$ cat src/rtl/xi_ingress_arb_if.sv
// Handshake bundle between the torus IRS_N ingress channels, the merger and the node crossbar.
// The master side drives the ingress packets and the downstream ready; the slave side is the merger.
interface xi_ingress_arb_if #(
    parameter int NUM_IN = 7,
    parameter int PKT_W  = 23
);
    logic [NUM_IN-1:0]       in_vld;
    logic [NUM_IN-1:0]       in_rdy;
    logic [NUM_IN*PKT_W-1:0] in_pkt;
    logic                    out_vld;
    logic                    out_rdy;
    logic [PKT_W-1:0]        out_pkt;
    logic [2:0]              out_port;
    logic                    starve_ev;

    modport master (
        output in_vld, in_pkt, out_rdy,
        input  in_rdy, out_vld, out_pkt, out_port, starve_ev
    );

    modport slave (
        input  in_vld, in_pkt, out_rdy,
        output in_rdy, out_vld, out_pkt, out_port, starve_ev
    );
endinterface

$ cat src/rtl/xi_ingress_arb.sv
// Per-direction torus ingress merger: 2-deep FIFO per channel, QoS strict-priority round-robin
// arbitration into one registered output stream, with a starvation guard for the low class.
module xi_ingress_arb #(
    parameter int NUM_IN     = 7,
    parameter int PKT_W      = 23,
    parameter int QOS_BIT    = 20,
    parameter int STARVE_LIM = 8
) (
    input  logic            clk,
    input  logic            rst_n,
    xi_ingress_arb_if.slave bus
);
    localparam int PORT_W = 3;
    localparam int CNT_W  = $clog2(STARVE_LIM + 1);
    localparam logic [CNT_W-1:0] LIM = CNT_W'(STARVE_LIM);

    logic [NUM_IN-1:0]            full;
    logic [NUM_IN-1:0]            head_vld;
    logic [NUM_IN-1:0]            push;
    logic [NUM_IN-1:0]            pop;
    logic [NUM_IN-1:0]            hi_req;
    logic [NUM_IN-1:0]            lo_req;
    logic [NUM_IN-1:0][PKT_W-1:0] head;

    logic                         out_vld_reg;
    logic [PKT_W-1:0]             out_pkt_reg;
    logic [PORT_W-1:0]            out_port_reg;
    logic                         starve_ev_reg;
    logic [PORT_W-1:0]            hi_ptr_reg;
    logic [PORT_W-1:0]            lo_ptr_reg;
    logic [CNT_W-1:0]             starve_cnt_reg;

    logic                         load;
    logic                         force_lo;
    logic                         use_lo;
    logic                         grant_en;
    logic [PORT_W:0]              hi_pick;
    logic [PORT_W:0]              lo_pick;
    logic [PORT_W-1:0]            gnt_idx;
    logic [PORT_W-1:0]            gnt_next;

    // Returns {found, index} of the first requester at or after ptr, wrapping mod NUM_IN.
    function automatic logic [PORT_W:0] rr_pick(input logic [NUM_IN-1:0] req,
                                                input logic [PORT_W-1:0] ptr);
        logic [PORT_W:0] res;
        int              idx;
        res = '0;
        // Walk from farthest to nearest so the nearest requester is the last one written.
        for (int k = NUM_IN - 1; k >= 0; k--) begin
            idx = (int'(ptr) + k) % NUM_IN;
            if (req[idx]) res = {1'b1, PORT_W'(idx)};
        end
        return res;
    endfunction

    generate
        for (genvar gi = 0; gi < NUM_IN; gi++) begin : g_fifo
            logic [PKT_W-1:0] mem_reg [2];
            logic             wr_ptr_reg;
            logic             rd_ptr_reg;
            logic [1:0]       cnt_reg;

            assign full[gi]     = (cnt_reg == 2'd2);
            assign head_vld[gi] = (cnt_reg != 2'd0);
            assign head[gi]     = mem_reg[rd_ptr_reg];
            assign push[gi]     = bus.in_vld[gi] & ~full[gi];
            assign pop[gi]      = grant_en & (gnt_idx == PORT_W'(gi));
            assign hi_req[gi]   = head_vld[gi] & head[gi][QOS_BIT];
            assign lo_req[gi]   = head_vld[gi] & ~head[gi][QOS_BIT];

            always_ff @(posedge clk) begin
                if (push[gi]) mem_reg[wr_ptr_reg] <= bus.in_pkt[gi*PKT_W +: PKT_W];
            end

            always_ff @(posedge clk or negedge rst_n) begin
                if (!rst_n) begin
                    wr_ptr_reg <= 1'b0;
                    rd_ptr_reg <= 1'b0;
                    cnt_reg    <= 2'd0;
                end else begin
                    if (push[gi]) wr_ptr_reg <= ~wr_ptr_reg;
                    if (pop[gi])  rd_ptr_reg <= ~rd_ptr_reg;
                    case ({push[gi], pop[gi]})
                        2'b10:   cnt_reg <= cnt_reg + 2'd1;
                        2'b01:   cnt_reg <= cnt_reg - 2'd1;
                        default: cnt_reg <= cnt_reg;
                    endcase
                end
            end
        end
    endgenerate

    // Ready comes only from registered occupancy, never from in_vld or out_rdy.
    assign bus.in_rdy = ~full;

    assign load     = ~out_vld_reg | bus.out_rdy;
    assign hi_pick  = rr_pick(hi_req, hi_ptr_reg);
    assign lo_pick  = rr_pick(lo_req, lo_ptr_reg);
    assign force_lo = (starve_cnt_reg == LIM) & (|lo_req);
    assign use_lo   = force_lo | ~(|hi_req);
    assign gnt_idx  = use_lo ? lo_pick[PORT_W-1:0] : hi_pick[PORT_W-1:0];
    assign grant_en = load & (use_lo ? lo_pick[PORT_W] : hi_pick[PORT_W]);
    assign gnt_next = (gnt_idx == PORT_W'(NUM_IN - 1)) ? '0 : gnt_idx + PORT_W'(1);

    always_ff @(posedge clk or negedge rst_n) begin
        if (!rst_n) begin
            out_vld_reg    <= 1'b0;
            out_pkt_reg    <= '0;
            out_port_reg   <= '0;
            starve_ev_reg  <= 1'b0;
            hi_ptr_reg     <= '0;
            lo_ptr_reg     <= '0;
            starve_cnt_reg <= '0;
        end else begin
            starve_ev_reg <= 1'b0;
            if (load) begin
                out_vld_reg <= grant_en;
                if (grant_en) begin
                    out_pkt_reg   <= head[gnt_idx];
                    out_port_reg  <= gnt_idx;
                    starve_ev_reg <= force_lo;
                    if (use_lo) lo_ptr_reg <= gnt_next;
                    else        hi_ptr_reg <= gnt_next;
                end
            end
            // Counts high-class wins taken while a low-class head was waiting.
            if (!(|lo_req)) begin
                starve_cnt_reg <= '0;
            end else if (grant_en) begin
                if (use_lo)                     starve_cnt_reg <= '0;
                else if (starve_cnt_reg != LIM) starve_cnt_reg <= starve_cnt_reg + CNT_W'(1);
            end
        end
    end

    assign bus.out_vld   = out_vld_reg;
    assign bus.out_pkt   = out_pkt_reg;
    assign bus.out_port  = out_port_reg;
    assign bus.starve_ev = starve_ev_reg;
endmodule

$ cat src/flat_wrapper.sv
// flat-port wrapper written by rule: the top's interface ports become plain ports
module xi_ingress_arb_flat 
#(
    parameter int NUM_IN     = 7,
    parameter int PKT_W      = 23,
    parameter int QOS_BIT    = 20,
    parameter int STARVE_LIM = 8
)
  (clk, rst_n, bus_in_vld, bus_in_pkt, bus_out_rdy, bus_in_rdy, bus_out_vld, bus_out_pkt, bus_out_port, bus_starve_ev);
  xi_ingress_arb_if #(.NUM_IN(NUM_IN), .PKT_W(PKT_W)) bus_i ();
  input  logic clk;
  input  logic rst_n;
  input wire logic [$bits(bus_i.in_vld)-1:0] bus_in_vld;
  input wire logic [$bits(bus_i.in_pkt)-1:0] bus_in_pkt;
  input wire logic [$bits(bus_i.out_rdy)-1:0] bus_out_rdy;
  output wire logic [$bits(bus_i.in_rdy)-1:0] bus_in_rdy;
  output wire logic [$bits(bus_i.out_vld)-1:0] bus_out_vld;
  output wire logic [$bits(bus_i.out_pkt)-1:0] bus_out_pkt;
  output wire logic [$bits(bus_i.out_port)-1:0] bus_out_port;
  output wire logic [$bits(bus_i.starve_ev)-1:0] bus_starve_ev;
  assign bus_i.in_vld = bus_in_vld;
  assign bus_i.in_pkt = bus_in_pkt;
  assign bus_i.out_rdy = bus_out_rdy;
  assign bus_in_rdy = bus_i.in_rdy;
  assign bus_out_vld = bus_i.out_vld;
  assign bus_out_pkt = bus_i.out_pkt;
  assign bus_out_port = bus_i.out_port;
  assign bus_starve_ev = bus_i.starve_ev;
  xi_ingress_arb #(.NUM_IN(NUM_IN), .PKT_W(PKT_W), .QOS_BIT(QOS_BIT), .STARVE_LIM(STARVE_LIM)) u_core (.clk(clk), .rst_n(rst_n), .bus(bus_i));
endmodule
$ cat config.mk
export PLATFORM = sky130hd
export DESIGN_NAME = xi_ingress_arb_flat
export DESIGN_NICKNAME = d
export VERILOG_FILES = /design/src/rtl/xi_ingress_arb_if.sv /design/src/rtl/xi_ingress_arb.sv /design/src/flat_wrapper.sv
export SDC_FILE = /design/constraint.sdc
export NUM_CORES = 1
export LEC_CHECK = 0
export ABC_AREA = 1
export CAP_MARGIN = 20
export CORE_MARGIN = 2
export CORE_UTILIZATION = 24
export DETAILED_ROUTE_END_ITERATION = 16
export PLACE_DENSITY = 0.49
export SYNTH_ARGS = -nofsm -noshare
export SYNTH_HDL_FRONTEND = slang
export SYNTH_SLANG_ARGS = --single-unit
$ cat constraint.sdc
create_clock -name clk -period 5.3 [get_ports clk]
set_clock_uncertainty 0.05 [all_clocks]
set_input_delay 0.795 -clock clk [delete_from_list [all_inputs] [get_ports clk]]
set_output_delay 0.795 -clock clk [all_outputs]
set_load 0.05 [all_outputs]
==> flow_summary.ini <==
[clock_network]
cts-root-buf = clkbuf_16
cts_hold_buf = 0
clockBufferDepth = 3
cts_sinks = 388
clkTransAtPathRegs_ns = 0.06
numCtsBuffers = 43
h-tree-depth = 2
cts_tree = yes
worstSkewPairLatency_ns = 0.59

[setup_path]
path_depth = 29
r2r_cells = 29
r2r_slack_ns = 0.58
path_class = reg2reg
critPathLaunchType = flop
cp.arrival_ns = 5.11
cp_slowest_cell = dfrtp_2
max_stage_delay_ns = 0.46
crit_path_max_fanout = 9
path_common_cell = nand2_1
crit_path_end_kind = flop
path_delay_family = simple AND/OR/NAND/NOR gates
crit_buf_inv = 3
worstSetupStartpoint = u_core.hi_ptr_reg[1]
crit_required_ns = 5.69
timing.rr.start = u_core.hi_ptr_reg[1]
cp-endpoint = u_core.g_fifo[0].cnt_reg[1]
rr_endpoint = u_core.g_fifo[0].cnt_reg[1]

[yosys]
yosysSeqAreaShare = 0.570
syn-num-nets = 2451
netlist_area_mm2 = 0.0198
synth-async-reset-ratio = 0.170
synth.distinct_cells = 47
synth.area.top_cells = edfxtp_1, nand2_1, dfrtp_1
yosysWarningCount = 0
synth_top_area_frac = 0.487
synth_seq_cells = 388
synth_largest_area_cell = edfxtp_1
yosysMostFrequentCell = nand2_1
synth.avg_cell_area_um2 = 8.93
synthTopCellsByCount = nand2_1, edfxtp_1, nand3_1, inv_1, dfrtp_1
synth-main-ff-cell = edfxtp_1
synth_cells = 2222
synth_edf_count = 322

[detailed_routing]
ant_nets = 0
drt_iter0_drc = 970
wl_per_cell_um = 17.6
route.detailed.drc = 0
drt_wl_total_um = 62900
via_per_inst = 4.32
dr.pass1.iters = 6
vias = 15434

[die]
start_util = 0.242
core_mm2 = 0.0820
die_y_um = 292
io_pins = 206
std_cell_rows = 105
die_area_mm2 = 0.0850
die_x_um = 292

[place]
io_buffers = 205
placed_cells = 3489
post_dp_cell_area_mm2 = 0.0234
dpl.hpwl_um = 47100
gp_congestion = 0.872

[run]
max-cap-violations = 0

[global_route]
grt_pass1_vias = 15017
grt_start_max_net_pins = 62
grt_overflow = 0
grt_antenna_before_repair = 2
grtUsageTotal = 0.147
grt_pass1_wl_um = 93700

[cells_and_area]
drive_gt1_frac = 0.0980
nets = 2693
syn2layout_area_growth_pct = 24.9
largest_register_ff_count = 322
layout.cells.non_filler = 3570
final_area_mm2 = 0.0248
fillers = 8723

[sta]
fin_crit_sh = 0.890
hold_slack_ns = 0.0869
rsz0062_at_grt = false
slew_headroom = 0.386
final.setup.tns_ns = 0
finalHoldViolCount = 0
setup_violations = 0
max_freq_ghz = 0.212
slew_viol_final = 0
worstMarginPinSlew_ns = 0.920
period_minus_slack_ns = 4.72

[run_status]
status = complete, no violations

[min_path]
worstHoldPathType = in2async
[cells in the final DEF, fill, tap and decap left out, drive strengths merged, types with 41 or more instances in the layout]
cell              n
dfrtp            66
nand3           187
ha               58
clkdlybuf4s50   204
buf              65
edfxtp          322
o21ai            79
clkbuf           53
a21oi            41
nor2             60
inv             165
nand2          1080
[worst reg2reg max path: cells and delay by family (launching register included)]
family,cells,cell delay [ns]
compound gates,2,0.22
xor+xnor,1,0.16
fa+ha+maj,5,1.30
buf+inv,3,0.28
flops,1,0.46
simple gates,18,2.14
[cells by family after synthesis]
logic type	share of synthesized area
and+or+nand+nor	0.281
xor gates and xnor gates	0.0212
DFF	0.570
buffers and inverters	0.0504
AOI/OAI and AO/OA	0.0408
adders and majority gates	0.0366
[area by class of cell]
type | instances | area [µm²] | share of cell area
clock buffer | 53 | 1130 | 0.0458
timing repair buffer | 269 | 2570 | 0.104
multi-input combinational | 1596 | 7570 | 0.305
tap | 1070 | 1340 | 0.0540
sequential | 388 | 11300 | 0.457
clock inverter | 27 | 238 | 0.00959
inverter | 166 | 624 | 0.0252
antenna | 1 | 2.50 | 0.000101
[what timing repair did]
item | CTS | global route
buffers inserted | 0 | 0
setup endpoints to repair | 0 | 5
gates resized for setup | 0 | 5
[through the flow]
step,setup WS [ns],utilization
floorplan,0.642,-
global placement,0.456,0.286
detailed placement,0.371,0.286
CTS,0.334,0.302
global route,0.0561,0.302
finish,0.580,0.303
[layer usage]
metal | vias up | global-route usage | routed length (µm)
met3 | 74 | 0.0238 | 3100
li1 | 7725 | - | -
met5 | - | 0 | 23
met1 | 7286 | 0.200 | 28800
met2 | 345 | 0.244 | 29700
met4 | 4 | 0.0346 | 1240
[worst min-delay path by stage]
| stage | start | endpoint | depth (start not counted) | slack (ns) |
|---|---|---|---|---|
| after floorplan | u_core.g_fifo[0].wr_ptr_reg | u_core.g_fifo[0].wr_ptr_reg | 2 | 0.43 |
| after global placement | u_core.bus.out_port[2] | u_core.bus.out_port[2] | 2 | 0.42 |
| after global routing | rst_n | u_core.g_fifo[6].wr_ptr_reg | 1 | 0.09 |
| final | rst_n | u_core.g_fifo[6].wr_ptr_reg | 1 | 0.09 |
| after CTS | rst_n | u_core.g_fifo[4].wr_ptr_reg | 1 | 0.07 |
| after detailed placement | u_core.bus.out_port[2] | u_core.bus.out_port[2] | 2 | 0.43 |
Power is not shown: default switching activity piles up to over one toggle a cycle in this logic, so the estimate is an artifact.
